$ cat src/rtl/reservation_station.sv
// Issue buffer ahead of dispatch: holds renamed ops, snoops the result broadcast, issues ready ops to idle FUs.
// Latency: a ready op dispatches on the edge after its allocation edge; the dispatch outputs are registered.
// Backpressure: alloc_ready drops when every entry is valid; alloc_valid is ignored while alloc_ready=0.
module reservation_station #(
    parameter int DATA_WIDTH = 32,
    parameter int TAG_WIDTH  = 7,
    parameter int EXEC_WIDTH = 4,
    parameter int RS_DEPTH   = 8
) (
    input  logic                          clk,
    input  logic                          rst,
    input  logic                          flush,
    input  logic                          alloc_valid,
    output logic                          alloc_ready,
    input  logic [EXEC_WIDTH-1:0]         alloc_executionID,
    input  logic [TAG_WIDTH-1:0]          alloc_destTag,
    input  logic                          alloc_op1_ready,
    input  logic [DATA_WIDTH-1:0]         alloc_op1,
    input  logic [TAG_WIDTH-1:0]          alloc_op1_tag,
    input  logic                          alloc_op2_ready,
    input  logic [DATA_WIDTH-1:0]         alloc_op2,
    input  logic [TAG_WIDTH-1:0]          alloc_op2_tag,
    input  logic                          broadcastDataAvailable,
    input  logic [TAG_WIDTH-1:0]          broadcastDestinationTag,
    input  logic [DATA_WIDTH-1:0]         broadcastDestinationData,
    input  logic [(2**EXEC_WIDTH)-1:0]    availableFunctionalUnits,
    output logic                          dispatch,
    output logic [DATA_WIDTH-1:0]         op1,
    output logic [DATA_WIDTH-1:0]         op2,
    output logic [EXEC_WIDTH-1:0]         executionID,
    output logic [TAG_WIDTH-1:0]          executionTag,
    output logic [$clog2(RS_DEPTH):0]     occupancy
);

    localparam int IDX_W = $clog2(RS_DEPTH);
    localparam int OCC_W = IDX_W + 1;

    typedef struct packed {
        logic                  valid;
        logic [EXEC_WIDTH-1:0] exec_id;
        logic [TAG_WIDTH-1:0]  dest_tag;
        logic                  op1_ready;
        logic [DATA_WIDTH-1:0] op1_data;
        logic [TAG_WIDTH-1:0]  op1_tag;
        logic                  op2_ready;
        logic [DATA_WIDTH-1:0] op2_data;
        logic [TAG_WIDTH-1:0]  op2_tag;
    } entry_t;

    entry_t              rs_q [RS_DEPTH];
    entry_t              alloc_entry;
    logic                free_found;
    logic [IDX_W-1:0]    free_idx;
    logic                sel_found;
    logic [IDX_W-1:0]    sel_idx;
    logic [RS_DEPTH-1:0] cand;
    logic                alloc_fire;

    // Lowest-index free slot; scanning downward leaves the lowest hit last.
    always_comb begin
        free_found = 1'b0;
        free_idx   = '0;
        for (int i = RS_DEPTH - 1; i >= 0; i--) begin
            if (!rs_q[i].valid) begin
                free_found = 1'b1;
                free_idx   = IDX_W'(i);
            end
        end
    end

    assign alloc_ready = free_found;
    assign alloc_fire  = alloc_valid & free_found;

    // The FU that received last cycle's dispatch still reads idle, so it is masked for one cycle.
    always_comb begin
        cand = '0;
        for (int i = 0; i < RS_DEPTH; i++) begin
            cand[i] = rs_q[i].valid & rs_q[i].op1_ready & rs_q[i].op2_ready
                    & availableFunctionalUnits[rs_q[i].exec_id]
                    & ~(dispatch && (rs_q[i].exec_id == executionID));
        end
    end

    always_comb begin
        sel_found = 1'b0;
        sel_idx   = '0;
        for (int i = RS_DEPTH - 1; i >= 0; i--) begin
            if (cand[i]) begin
                sel_found = 1'b1;
                sel_idx   = IDX_W'(i);
            end
        end
    end

    // New entry image, including capture of a result broadcast on the allocation edge.
    always_comb begin
        alloc_entry           = '0;
        alloc_entry.valid     = 1'b1;
        alloc_entry.exec_id   = alloc_executionID;
        alloc_entry.dest_tag  = alloc_destTag;
        alloc_entry.op1_ready = alloc_op1_ready;
        alloc_entry.op1_data  = alloc_op1;
        alloc_entry.op1_tag   = alloc_op1_tag;
        alloc_entry.op2_ready = alloc_op2_ready;
        alloc_entry.op2_data  = alloc_op2;
        alloc_entry.op2_tag   = alloc_op2_tag;
        if (broadcastDataAvailable && !alloc_op1_ready
                && (alloc_op1_tag == broadcastDestinationTag)) begin
            alloc_entry.op1_ready = 1'b1;
            alloc_entry.op1_data  = broadcastDestinationData;
        end
        if (broadcastDataAvailable && !alloc_op2_ready
                && (alloc_op2_tag == broadcastDestinationTag)) begin
            alloc_entry.op2_ready = 1'b1;
            alloc_entry.op2_data  = broadcastDestinationData;
        end
    end

    always_ff @(posedge clk or posedge rst) begin
        if (rst) begin
            for (int i = 0; i < RS_DEPTH; i++) begin
                rs_q[i] <= '0;
            end
            dispatch     <= 1'b0;
            op1          <= '0;
            op2          <= '0;
            executionID  <= '0;
            executionTag <= '0;
            occupancy    <= '0;
        end else if (flush) begin
            for (int i = 0; i < RS_DEPTH; i++) begin
                rs_q[i].valid <= 1'b0;
            end
            dispatch  <= 1'b0;
            occupancy <= '0;
        end else begin
            for (int i = 0; i < RS_DEPTH; i++) begin
                if (rs_q[i].valid && broadcastDataAvailable) begin
                    if (!rs_q[i].op1_ready && (rs_q[i].op1_tag == broadcastDestinationTag)) begin
                        rs_q[i].op1_ready <= 1'b1;
                        rs_q[i].op1_data  <= broadcastDestinationData;
                    end
                    if (!rs_q[i].op2_ready && (rs_q[i].op2_tag == broadcastDestinationTag)) begin
                        rs_q[i].op2_ready <= 1'b1;
                        rs_q[i].op2_data  <= broadcastDestinationData;
                    end
                end
            end
            if (sel_found) begin
                rs_q[sel_idx].valid <= 1'b0;
                op1          <= rs_q[sel_idx].op1_data;
                op2          <= rs_q[sel_idx].op2_data;
                executionID  <= rs_q[sel_idx].exec_id;
                executionTag <= rs_q[sel_idx].dest_tag;
            end
            // The free slot was invalid before this edge, so it never collides with the issuing slot.
            if (alloc_fire) begin
                rs_q[free_idx] <= alloc_entry;
            end
            dispatch  <= sel_found;
            occupancy <= occupancy + OCC_W'(alloc_fire) - OCC_W'(sel_found);
        end
    end

endmodule
$ cat config.mk
export PLATFORM = sky130hd
export DESIGN_NAME = reservation_station
export DESIGN_NICKNAME = d
export VERILOG_FILES = /design/src/rtl/reservation_station.sv
export SDC_FILE = /design/constraint.sdc
export NUM_CORES = 2
export LEC_CHECK = 0
export CORE_UTILIZATION = 33
export CTS_BUF_LIST = sky130_fd_sc_hd__clkbuf_8
export DETAILED_ROUTE_END_ITERATION = 8
export PLACE_DENSITY_LB_ADDON = 0.12
export SLEW_MARGIN = 20
export SYNTH_ARGS = -nofsm -noshare
export SYNTH_HDL_FRONTEND = slang
export SYNTH_SLANG_ARGS = --single-unit
$ cat constraint.sdc
create_clock -name clk -period 33.8 [get_ports clk]
set_clock_uncertainty 0.15 [all_clocks]
set_input_delay 6.76 -clock clk [delete_from_list [all_inputs] [get_ports clk]]
set_output_delay 6.76 -clock clk [all_outputs]
set_load 0.02 [all_outputs]
==> results.tsv <==
stage	metric	value	unit
outcome	status	finished, final reports clean	
drt	vias after detailed routing	40500	
global_routing	largest net degree at the start of global routing	165	
clocking	post-CTS sizing	0	
sta	Hold Fails Final Rpt	0	
min_path	hold crit path type	register to register	
drt	vias per inst	6.33	
power_and_ir_drop	IR drop worst, VDD	0.0000408	V
clocking	htree depth	4	
floorplan	die width	365	µm
clocking	total CTS buffers	156	
setup_path	arrival time worst endpoint	11.96	ns
setup_path	Worst Path Max Fanout	47	
sta	fin crit period	11.32	ns
synthesis	ys flop type	dfrtp_1	
drt	antenna violation net count after detailed routing	0	
placement	GPL Wtd Cong	0.845	
drt	WL/cell	32.7	µm
sta	RSZ-0062 raised after global routing	false	
floorplan	number of I/O pins	232	
placement	post-DP HPWL	118000	µm
synthesis	EDFF count, synth	0	
floorplan	Die H	365	µm
drt	Post-route DRC	0	
setup_path	reg2reg setup slack	28.19	ns
synthesis	Post-Syn Nets	4670	
synthesis	post-synth cell types	61	
min_path	hold path cells	1	
clocking	# hold bufs at CTS	0	
floorplan	die area	133000	µm²
setup_path	type of element capturing the critical path	register	
floorplan	Initial Utilization	33.4	%
setup_path	r2r startpoint	rs_q[271]	
clocking	Worst-Skew Late Latency	0.91	ns
synthesis	Warnings, synthesis	0	
sta	Fin Setup TNS	0	ns
clocking	Setup Buffers After CTS	0	
sta	Peak Freq	0.0884	GHz
global_routing	initial antenna violation count	14	
drt	final wirelength	209000	µm
setup_path	CP required	34.44	ns
global_routing	All-Layer GR Usage	31.0	%
flow_run	max-cap viol count	0	
setup_path	reg2reg end	op2[13]	
synthesis	sequential fraction of the synthesis area	47.1	%
final_layout	share of layout cells above drive strength 1	14.8	%
power_and_ir_drop	power per cell area	55.6	nW/µm²
drt	drt initial violations	4766	
clocking	clock buffer depth	3	
min_path	Hold Crit Start	rs_q[231]	
placement	Port-buffer cells	231	
drt	Pre-antenna DRT Iters	6	
setup_path	Critical Path Source	availableFunctionalUnits[4]	
global_routing	global route overflow	0	
clocking	CTS tree	built	
clocking	clk root buf	clkbuf_8	
global_routing	vias in the first global route	39300	
sta	Pins Over Slew Limit	0	
clocking	# clock sinks	816	
power_and_ir_drop	total power	0.00281	W
sta	post-route clock period utilization	33.5	%
clocking	clock-pin slew on the worst setup and hold paths	0.06	ns
synthesis	synthesized area per cell	9.61	µm²
final_layout	area delta synth->final	16.4	%
setup_path	CP Launch Type	primary input	
synthesis	Post-Syn Instances	4514	
sta	slew margin rel.	20.4	%
setup_path	Reg2Reg Depth	11	
synthesis	Post-synth ARST share	100	%
setup_path	path type of the worst setup path	primary input to register	
floorplan	row count	132	
final_layout	final net count	4691	
synthesis	Synth Cell Area	43400	µm²
min_path	WHS Endpoint	rs_q[231]	
synthesis	register bit total from synthesis	816	
floorplan	core region area	130000	µm²
global_routing	global-route wire length before repair	298000	µm
sta	Worst-Margin Slew	1.19	ns
sta	final setup fails	0	
power_and_ir_drop	Leak Pwr	20.8	nW
per-layer routing:
layer  wire (µm)  up-vias  global-route usage (%)
met5          66        -                       0
met1       89300    20800                    43.1
met2       92200     2428                    46.4
li1            -    16800                       -
met4        7350       10                    12.4
met3       20500      456                    7.09
worst max-delay path, stage by stage:
cell	delay (ns)
clkdlybuf4s50_1	0.55
mux4_2	0.50
mux4_2	0.53
o211ai_4	0.09
buf_4	0.66
nand2_1	0.34
o41ai_4	0.67
buf_4	0.56
buf_4	0.68
a221o_1	0.27
a21oi_1	0.04
o221ai_1	0.21
area by class of cell:
class	instances	area (µm²)
diodes	7	17.5
clock buffers	191	2630
clock inverters	81	400
fillers	13100	79500
inverters	13	66.3
multi-input cells	3180	21300
flip-flops and latches	816	20400
well taps	1742	2180
repair buffers	368	3460
power by group:
part           switching (W)  internal, W  total, W
Clock               0.000468     0.000516  0.000984
Combinational       0.000315     0.000257  0.000572
Sequential          0.000136      0.00112   0.00125
Total               0.000919      0.00189   0.00281
layout by cell type, fill, tap and decap left out, types with 142 or more instances in the layout:
cell type,count
mux2_2,221
nand3_1,158
clkdlybuf4s50_1,230
a2bb2oi_1,142
a21oi_1,524
o22a_1,237
nand2_1,270
nor2_1,464
o22ai_1,260
dfrtp_1,816
clkbuf_8,191
registers in the layout (all words and copies together) (netlist names):
name,count
op2,32
executionTag,7
rs_q,736
occupancy,4
op1,32
executionID,4
dispatch,1
synthesized netlist by cell type (77+ instances only):
cell / count / area (µm²)
o22ai_1: 260 / 1630
nor2_1: 482 / 1810
nand2_1: 274 / 1030
o22a_1: 237 / 2080
xor2_1: 122 / 1070
nand3_1: 161 / 806
clkbuf_1: 402 / 1510
a21oi_1: 540 / 2700
a2bb2oi_1: 142 / 1240
dfrtp_1: 816 / 20400
a22oi_1: 101 / 758
o21ai_0: 81 / 405
mux2_2: 221 / 2490
mux2i_1: 77 / 771
cell families (layout without fill, tap and decap cells):
group	Yosys count	after routing	synth area share [%]
AO/OA/AOI/OAI	1570	1570	24.1
AND/OR/NAND/NOR	1108	1108	11.2
multiplexers	336	336	9.49
flip-flops	816	816	47.1
other	0	7	0
adder cells (fa/ha/maj)	5	5	0.162
buffers and inverters	518	653	4.67
XOR/XNOR	161	161	3.25
per-stage QoR:
stage | setup slack (ns) | std cells | area [µm²] | hold WS, ns | util [%]
final | 22.48 | 6398 | 50500 | 0.341 | 38.9
after global routing | 22.47 | 6397 | 50500 | 0.346 | 38.9
after CTS | 22.70 | 6390 | 50500 | 0.341 | 38.8
after detailed placement | 21.77 | 6118 | 47400 | 0.327 | 36.5
after global placement | 21.87 | 6116 | 47400 | 0.321 | 36.4
after floorplan | 3.97 | 4514 | 43400 | 0.310 | -
how the worst max path moves through the flow:
stage	end	slack, ns	cells past startpoint
floorplan	dispatch	3.97	1
global placement	op2[7]	21.87	12
detailed placement	op2[13]	21.77	12
CTS	op2[13]	22.70	12
global route	op2[13]	22.47	12
finish	op2[13]	22.48	12
(Power assumes the default switching activity.)
